==> config.mk <==
export PLATFORM = sky130hd
export DESIGN_NAME = dmux8way16_router
export DESIGN_NICKNAME = d
export VERILOG_FILES = /design/src/rtl/dmux8way16_router_pkg.sv /design/src/rtl/dmux8way16_router_slot.sv /design/src/rtl/dmux8way16_router.sv
export SDC_FILE = /design/constraint.sdc
export NUM_CORES = 1
export LEC_CHECK = 0
export CAP_MARGIN = 10
export CORE_ASPECT_RATIO = 0.7
export CORE_MARGIN = 8
export CORE_UTILIZATION = 50
export DETAILED_ROUTE_END_ITERATION = 10
export PLACE_DENSITY = 0.85
export SYNTH_ARGS = -nofsm -noshare
export SYNTH_HDL_FRONTEND = slang
export SYNTH_SLANG_ARGS = --single-unit
==> constraint.sdc <==
create_clock -name clk -period 4.2 [get_ports clk]
set_input_delay 0.63 -clock clk [delete_from_list [all_inputs] [get_ports clk]]
set_output_delay 0.63 -clock clk [all_outputs]
set_load 0.01 [all_outputs]
==> src/rtl/dmux8way16_router_pkg.sv <==
// -----------------------------------------------------------------------------
// router_pkg
// Shared types and constants for the dmux8way16_router write-side router.
//   WIDTH        : data width of the input stream and every output channel
//   NUM_CH       : number of output channels (fixed at 8, 3-bit select)
//   ch_sel_t     : destination channel index
//   word_t       : one data word
//   slot_state_t : occupancy of a one-entry channel holding register
// -----------------------------------------------------------------------------
package router_pkg;

    localparam int WIDTH  = 16;
    localparam int NUM_CH = 8;

    typedef logic [2:0]       ch_sel_t;
    typedef logic [WIDTH-1:0] word_t;

    typedef enum logic {
        SLOT_EMPTY = 1'b0,
        SLOT_FULL  = 1'b1
    } slot_state_t;

endpackage : router_pkg

==> src/rtl/dmux8way16_router_slot.sv <==
// -----------------------------------------------------------------------------
// router_slot
// One output channel of the router: a single-entry holding register with a
// valid/ready handshake towards its consumer.
// Ports:
//   clk       : clock, rising edge
//   rst_n     : asynchronous active-low reset (empties slot, clears data)
//   wr_en_i   : a word addressed to this channel is transferred in this cycle
//   wr_data_i : word being written
//   rd_ready_i: consumer takes the held word this cycle
//   valid_o   : slot holds a word (FULL)
//   data_o    : held word; keeps its stale value after being read
// -----------------------------------------------------------------------------
module router_slot
    import router_pkg::*;
(
    input  logic  clk,
    input  logic  rst_n,
    input  logic  wr_en_i,
    input  word_t wr_data_i,
    input  logic  rd_ready_i,
    output logic  valid_o,
    output word_t data_o
);

    slot_state_t state_q;
    word_t       data_q;

    // A write is only ever issued when the slot is empty or being drained in
    // the same cycle, so a write always leaves the slot FULL with new data.
    always_ff @(posedge clk or negedge rst_n) begin
        if (!rst_n) begin
            state_q <= SLOT_EMPTY;
            data_q  <= '0;
        end else if (wr_en_i) begin
            state_q <= SLOT_FULL;
            data_q  <= wr_data_i;
        end else if (state_q == SLOT_FULL && rd_ready_i) begin
            // Drain only: data is left as-is, only the valid flag drops.
            state_q <= SLOT_EMPTY;
        end
    end

    assign valid_o = (state_q == SLOT_FULL);
    assign data_o  = data_q;

endmodule : router_slot

==> src/rtl/dmux8way16_router.sv <==
// -----------------------------------------------------------------------------
// dmux8way16_router
// Routes one tagged 16-bit word stream to eight independent output channels,
// each backed by a one-entry holding register so a stalled consumer only
// blocks words addressed to it.
// Ports:
//   clk          : clock, rising edge
//   rst_n        : asynchronous active-low reset
//   in_valid     : producer offers in_data/in_sel
//   in_ready     : router accepts the offered word (combinational on
//                  in_sel/out_ready, independent of in_valid)
//   in_data      : word to route
//   in_sel       : destination channel, 0=a ... 7=h
//   a..h         : channel data outputs
//   out_valid    : per-channel valid
//   out_ready    : per-channel consumer ready
//   accept_count : (only with DMUX8WAY16_ROUTER_COUNT_EN) saturating count of
//                  accepted input words
// Build option: define DMUX8WAY16_ROUTER_COUNT_EN to add accept_count.
// -----------------------------------------------------------------------------
module dmux8way16_router
    import router_pkg::*;
(
    input  logic              clk,
    input  logic              rst_n,
    input  logic              in_valid,
    output logic              in_ready,
    input  logic [WIDTH-1:0]  in_data,
    input  logic [2:0]        in_sel,
    output logic [WIDTH-1:0]  a,
    output logic [WIDTH-1:0]  b,
    output logic [WIDTH-1:0]  c,
    output logic [WIDTH-1:0]  d,
    output logic [WIDTH-1:0]  e,
    output logic [WIDTH-1:0]  f,
    output logic [WIDTH-1:0]  g,
    output logic [WIDTH-1:0]  h,
    output logic [NUM_CH-1:0] out_valid,
    input  logic [NUM_CH-1:0] out_ready
`ifdef DMUX8WAY16_ROUTER_COUNT_EN
    ,
    output logic [15:0]       accept_count
`endif
);

    logic              in_xfer;
    logic [NUM_CH-1:0] wr_en;
    word_t             ch_data [NUM_CH];

    // Target slot can take a word if empty or if it is drained this cycle.
    assign in_ready = !out_valid[in_sel] || out_ready[in_sel];
    assign in_xfer  = in_valid && in_ready;

    generate
        for (genvar gi = 0; gi < NUM_CH; gi++) begin : g_slot
            assign wr_en[gi] = in_xfer && (in_sel == ch_sel_t'(gi));

            router_slot u_slot (
                .clk        (clk),
                .rst_n      (rst_n),
                .wr_en_i    (wr_en[gi]),
                .wr_data_i  (in_data),
                .rd_ready_i (out_ready[gi]),
                .valid_o    (out_valid[gi]),
                .data_o     (ch_data[gi])
            );
        end
    endgenerate

    assign a = ch_data[0];
    assign b = ch_data[1];
    assign c = ch_data[2];
    assign d = ch_data[3];
    assign e = ch_data[4];
    assign f = ch_data[5];
    assign g = ch_data[6];
    assign h = ch_data[7];

`ifdef DMUX8WAY16_ROUTER_COUNT_EN
    logic [15:0] count_q;

    // Saturates at all-ones rather than wrapping.
    always_ff @(posedge clk or negedge rst_n) begin
        if (!rst_n) begin
            count_q <= '0;
        end else if (in_xfer && count_q != 16'hFFFF) begin
            count_q <= count_q + 16'd1;
        end
    end

    assign accept_count = count_q;
`endif

endmodule : dmux8way16_router

==> out/qor.csv, run 1 <==
stage,metric,value,unit
clock_tree,post_cts resized,0,
drt,vias per inst,5.25,
die,row cnt,31,
clock_tree,Clock Tree Root,clkbuf_16,
min_path,worst hold-check path type,primary input to async pin,
logic_synthesis,mapped cell area,5270,sq um
sta,Max transition margin,0.300,
finish,# diodes,0,
sta,fin crit share,0.753,
die,io pins,167,
logic_synthesis,part of the Yosys area used for sequential elements,0.646,
clock_tree,Sink Count,136,
logic_synthesis,Post-Syn Nets,348,
sta,RSZ-0062 raised after global routing,false,
logic_synthesis,Netlist cell types,17,
place,Port Buf Inserts,166,
sta,Setup Viol. Count Final,0,
die,Die W,139,microns
power,Leak,3.22,nW
logic_synthesis,"top cells by area, synth","dfrtp_1 (65%), mux2_2 (27%), buf_4 (1.4%)",
sta,"Hold Violations, Final",0,
drt,Vias,3318,
power,Pwr per Cell Area,574,nW/um^2
global_route,first-pass GRT wire length,21300,microns
drt,initial drt markers,110,
clock_tree,CTS tree,yes,
sta,min Tclk post-route,3160,ps
logic_synthesis,post-synthesis register bit count,136,
logic_synthesis,"area leader, netlist",dfrtp_1,
worst_setup_path,FF-to-FF path depth,3,
die,die area,14100,sq um
sta,worst hold margin,390,ps
sta,worst-margin pin slew,1050,ps
global_route,vias in the first global route,3615,
worst_setup_path,r2r setup slk,2280,ps
global_route,total congestion overflow,0,
finish,most frequent cells in the layout,"clkdlybuf4s50_1 (165), dfrtp_1 (136), mux2_2 (127)",
finish,FF/Latch Area,3400,sq um
clock_tree,number of buffers created by CTS,17,
drt,ANT nets after route,0,
logic_synthesis,Synth Instances,318,
global_route,total track usage,0.200,
place,Placer Congestion,0.831,
finish,Layout area overhead,43.5,%
sta,Worst Skew,8.17,ps
worst_setup_path,crit end category,output pin,
sta,Max Fclk,0.316,GHz
worst_setup_path,r2r endpoint,g_slot[7].u_slot.data_o[7],
finish,"most common cell after layout, fill and taps aside",clkdlybuf4s50_1,
sta,final max-slew violation count,0,
worst_setup_path,Worst Path Required,3570,ps
clock_tree,post-CTS setup buffer count,0,
logic_synthesis,warnings from Yosys,0,
worst_setup_path,Worst Path Arrival,2530,ps
clock_tree,worst-skew pair later-pin latency,410,ps
place,HPWL after DPL,9420,microns
finish,layout cells sized above 1,0.340,
global_route,initial antenna violation count,0,
drt,WL per Instance,21.9,microns
clock_tree,Clock Path Buffers,2,
logic_synthesis,Yosys top cell area share,0.646,
worst_setup_path,critical path type,primary input to output pin,
die,DIE HEIGHT,102,microns
global_route,pin count of the biggest net entering global routing,118,
clock_tree,"Clk pin slew, worst setup/hold paths",60,ps
drt,total routed wirelength,13800,microns
clock_tree,H-Tree Depth,4,
worst_setup_path,worst r2r src,g_slot[7].u_slot.valid_o,
power,Peak VDD IR,0.329,mV
die,Placeable Area,10300,sq um
logic_synthesis,post-synthesis area per instance,16.6,sq um
die,initial core utilization,0.511,
clock_tree,"Hold-fix buffers, CTS",0,
drt,DRC errors left,0,
sta,setup_tns,0,ps
worst_setup_path,Critical Path Source Type,primary input,
outcome,run status,finished clean,
finish,multi-input logic area,1730,sq um
worst_setup_path,CP Max Fanout,6,
drt,drt pass-1 iters,4,
finish,fillers,670,
job,maximum capacitance violations,0,
finish,nets,517,
-- per-stage QoR --
stage | util | cells | power (mW) | cell area [sq um] | setup WS [ps]
after global routing | 0.733 | 632 | 4.52 | 7560 | 984
after floorplan | - | 318 | 2.16 | 5270 | 2020
after global placement | 0.677 | 600 | 2.88 | 6980 | 1050
after CTS | 0.733 | 632 | 4.39 | 7560 | 1030
after detailed placement | 0.677 | 600 | 2.92 | 6980 | 1040
final | 0.733 | 632 | 4.34 | 7560 | 1040
-- cells in the mapped netlist --
| master | n |
|---|---|
| nand3_2 | 2 |
| nor3b_4 | 2 |
| and3b_1 | 2 |
| nor2b_1 | 2 |
| nand2_1 | 8 |
| buf_4 | 10 |
| mux2_2 | 127 |
| buf_6 | 3 |
| nand3b_4 | 1 |
| dfrtp_1 | 136 |
| nand4_2 | 1 |
| buf_2 | 6 |
| nor2_1 | 1 |
| nand2b_1 | 9 |
| o21ai_0 | 4 |
| mux4_2 | 2 |
| mux2_1 | 2 |
-- area by class of cell --
cell class	instances	share of cell area
multi-input combinational	163	0.229
timing repair buffer	169	0.223
sequential	136	0.450
clock inverter	14	0.0199
tap	132	0.0218
clock buffer	18	0.0568
-- sequential cells by signal, indices dropped and copies added, names as in the netlist --
register               cells
g_slot.u_slot.valid_o      8
g_slot.u_slot.data_o     128
-- per-layer routing --
metal / vias up / GRT usage / wire length [microns]
li1: 1466 / - / -
met1: 1743 / 0.238 / 5910
met2: 104 / 0.339 / 6900
met3: 5 / 0.0700 / 918
met4: 0 / 0.0630 / 88
met5: - / 0 / 0
-- critical path, stage by stage --
cell and delay [ps]:
clkdlybuf4s50_1 620, mux4_2 530, mux2_2 270, clkdlybuf4s50_1 480
-- worst max path at each step --
stage                 startpoint        to  slack [ps]
finish                 in_sel[0]  in_ready        1040
global route           in_sel[0]  in_ready         980
CTS                    in_sel[0]  in_ready        1030
detailed placement     in_sel[0]  in_ready        1040
global placement       in_sel[0]  in_ready        1050
floorplan           out_ready[1]  in_ready        2020
-- power breakdown --
group          leakage [nW]  total [mW]  internal [mW]  switching, mW
Clock                 0.277        1.45          0.877          0.575
Sequential             1.64        1.75           1.59          0.155
Combinational          1.30        1.14          0.705          0.435
Total                  3.22        4.34           3.18           1.16
-- cell families (layout without fill, tap and decap cells) --
kind of cell | count (synthesis) | in the layout | synth area share
flops | 136 | 136 | 0.646
mux | 131 | 131 | 0.284
simple gates | 28 | 28 | 0.0399
buf+inv | 19 | 201 | 0.0264
compound gates | 4 | 4 | 0.00380
Note: power is estimated with default switching activity, not from simulation.
==> run 2: changes to the inputs <==
--- a/config.mk
+++ b/config.mk
@@ -8,9 +8,9 @@
 export CAP_MARGIN = 10
 export CORE_ASPECT_RATIO = 0.7
 export CORE_MARGIN = 8
-export CORE_UTILIZATION = 50
+export CORE_UTILIZATION = 42
 export DETAILED_ROUTE_END_ITERATION = 10
-export PLACE_DENSITY = 0.85
+export PLACE_DENSITY = 0.76
 export SYNTH_ARGS = -nofsm -noshare
 export SYNTH_HDL_FRONTEND = slang
 export SYNTH_SLANG_ARGS = --single-unit
==> constraint.sdc (replaced) <==
create_clock -name clk -period 2.8 [get_ports clk]
set_input_delay 0.42 -clock clk [delete_from_list [all_inputs] [get_ports clk]]
set_output_delay 0.42 -clock clk [all_outputs]
set_load 0.01 [all_outputs]
==> run 2 against run 1 <==
Clock skew rose by 0.60 ps. Critical path depth increased by 1. Register-to-register slack worse by 1000 ps. Total power up 50%. Sequential share of layout area fell by 0.75 points. Cell area is 1.7% higher. Global-route usage fell by 2.0 points. Non-clock buffer count increased by 8.
==> out/qor.csv, run 2 (synthesis results as in run 1) <==
stage,metric,value,unit
die,Die W,150,microns
drt,total routed wirelength,14100,microns
finish,# diodes,0,
power,Peak VDD IR,0.439,mV
clock_tree,post_cts resized,0,
clock_tree,"Hold-fix buffers, CTS",0,
worst_setup_path,Worst Path Required,2380,ps
global_route,pin count of the biggest net entering global routing,65,
sta,Worst Skew,8.77,ps
job,maximum capacitance violations,0,
worst_setup_path,Crit path top cell by count,clkdlybuf4s50_1,
place,dpl ws,90.3,ps
die,io pins,167,
power,Pwr per Cell Area,848,nW/um^2
worst_setup_path,critical path type,primary input to output pin,
global_route,total track usage,0.180,
place,Port Buf Inserts,166,
sta,setup_tns,0,ps
worst_setup_path,critical-path cell list,clkdlybuf4s50_1 > nand2b_1 > mux4_2 > mux2_2 > clkdlybuf4s50_1,
sta,Final WS setup,103,ps
sta,Setup Viol. Count Final,0,
global_route,initial antenna violation count,0,
min_path,worst hold-check path type,primary input to async pin,
finish,Layout area overhead,45.9,%
worst_setup_path,r2r setup slk,1230,ps
worst_setup_path,crit end category,output pin,
drt,WL per Instance,21.0,microns
power,Pwr Total,6.52,mW
drt,drt pass-1 iters,4,
clock_tree,"Clk pin slew, worst setup/hold paths",60,ps
clock_tree,number of buffers created by CTS,17,
finish,nets,525,
clock_tree,CTS tree,yes,
die,initial core utilization,0.427,
die,row cnt,34,
outcome,run status,finished clean,
clock_tree,Clock Tree Root,clkbuf_16,
finish,"most common cell after layout, fill and taps aside",clkdlybuf4s50_1,
worst_setup_path,worst path bufs/invs,2,
drt,ANT nets after route,0,
drt,Vias,3340,
power,Leak,3.27,nW
clock_tree,worst-skew pair later-pin latency,410,ps
drt,initial drt markers,109,
worst_setup_path,Critical Path Source Type,primary input,
sta,RSZ-0062 raised after global routing,false,
worst_setup_path,CP Max Fanout,3,
sta,"Hold Violations, Final",0,
worst_setup_path,worst stage delay on the critical path,490,ps
drt,vias per inst,4.99,
finish,layout cells sized above 1,0.352,
die,DIE HEIGHT,110,microns
finish,most frequent cells in the layout,"clkdlybuf4s50_1 (165), dfrtp_1 (136), mux2_2 (127)",
sta,fin crit share,0.963,
global_route,total congestion overflow,0,
place,Placer Congestion,0.822,
sta,Max transition margin,0.461,
sta,final max-slew violation count,0,
die,die area,16400,sq um
sta,worst hold margin,89.7,ps
worst_setup_path,"delay-heaviest family, CP",buffers and inverters,
global_route,vias in the first global route,3790,
finish,fillers,932,
finish,max FFs per register,128,
place,HPWL after DPL,9940,microns
clock_tree,post-CTS setup buffer count,0,
drt,DRC errors left,0,
worst_setup_path,Worst Path Arrival,2280,ps
worst_setup_path,crit path max-delay cell type,mux4_2,
clock_tree,Clock Path Buffers,2,
clock_tree,Sink Count,136,
sta,min Tclk post-route,2700,ps
sta,worst-margin pin slew,809,ps
die,Placeable Area,12300,sq um
global_route,first-pass GRT wire length,22200,microns
clock_tree,H-Tree Depth,4,
sta,Max Fclk,0.371,GHz
run 2: report_power, final:
group	switching (mW)	internal [mW]
Sequential	0.230	2.39
Combinational	0.646	1.06
Clock	0.853	1.34
Total	1.73	4.79
run 2: routing by layer:
metal / GRT usage / part of all wire / vias to the layer above
met3: 0.0625 / 0.079 / 19
met2: 0.289 / 0.48 / 114
met4: 0.0789 / 0.017 / 0
li1: - / - / 1474
met1: 0.219 / 0.42 / 1733
met5: 0 / 0 / -
run 2: layout make-up:
class	count	area, sq um	area share
sequential	136	3400	0.443
timing repair buffer	177	1770	0.230
multi-input combinational	163	1730	0.225
clock buffer	18	439	0.0571
tap	162	203	0.0264
clock inverter	14	150	0.0195
run 2: worst reg2reg max path: cells and delay by family (launching register included):
family                 cells  cell delay, ps
and+or+nand+nor            2             350
buffers and inverters      1             310
DFF                        1             400
muxes                      1             390
run 2: path summary, 6_finish.rpt:
path / start / endpoint / depth (start not counted)
hold reg to reg: g_slot[3].u_slot.data_o[12] / g_slot[3].u_slot.data_o[12] / 1
max in group asynchronous: rst_n / g_slot[4].u_slot.data_o[6] / 2
setup reg to reg: g_slot[5].u_slot.valid_o / g_slot[5].u_slot.data_o[15] / 4
min in group clk: g_slot[3].u_slot.data_o[12] / g_slot[3].u_slot.data_o[12] / 1
hold / removal: rst_n / g_slot[2].u_slot.data_o[1] / 1
setup / recovery: out_ready[5] / in_ready / 5
run 2: metrics by stage:
step,instance area (sq um),utilization,cells
CTS,7690,0.623,670
global route,7690,0.623,670
floorplan,5270,-,318
finish,7690,0.623,670
global placement,7100,0.576,638
detailed placement,7100,0.576,638
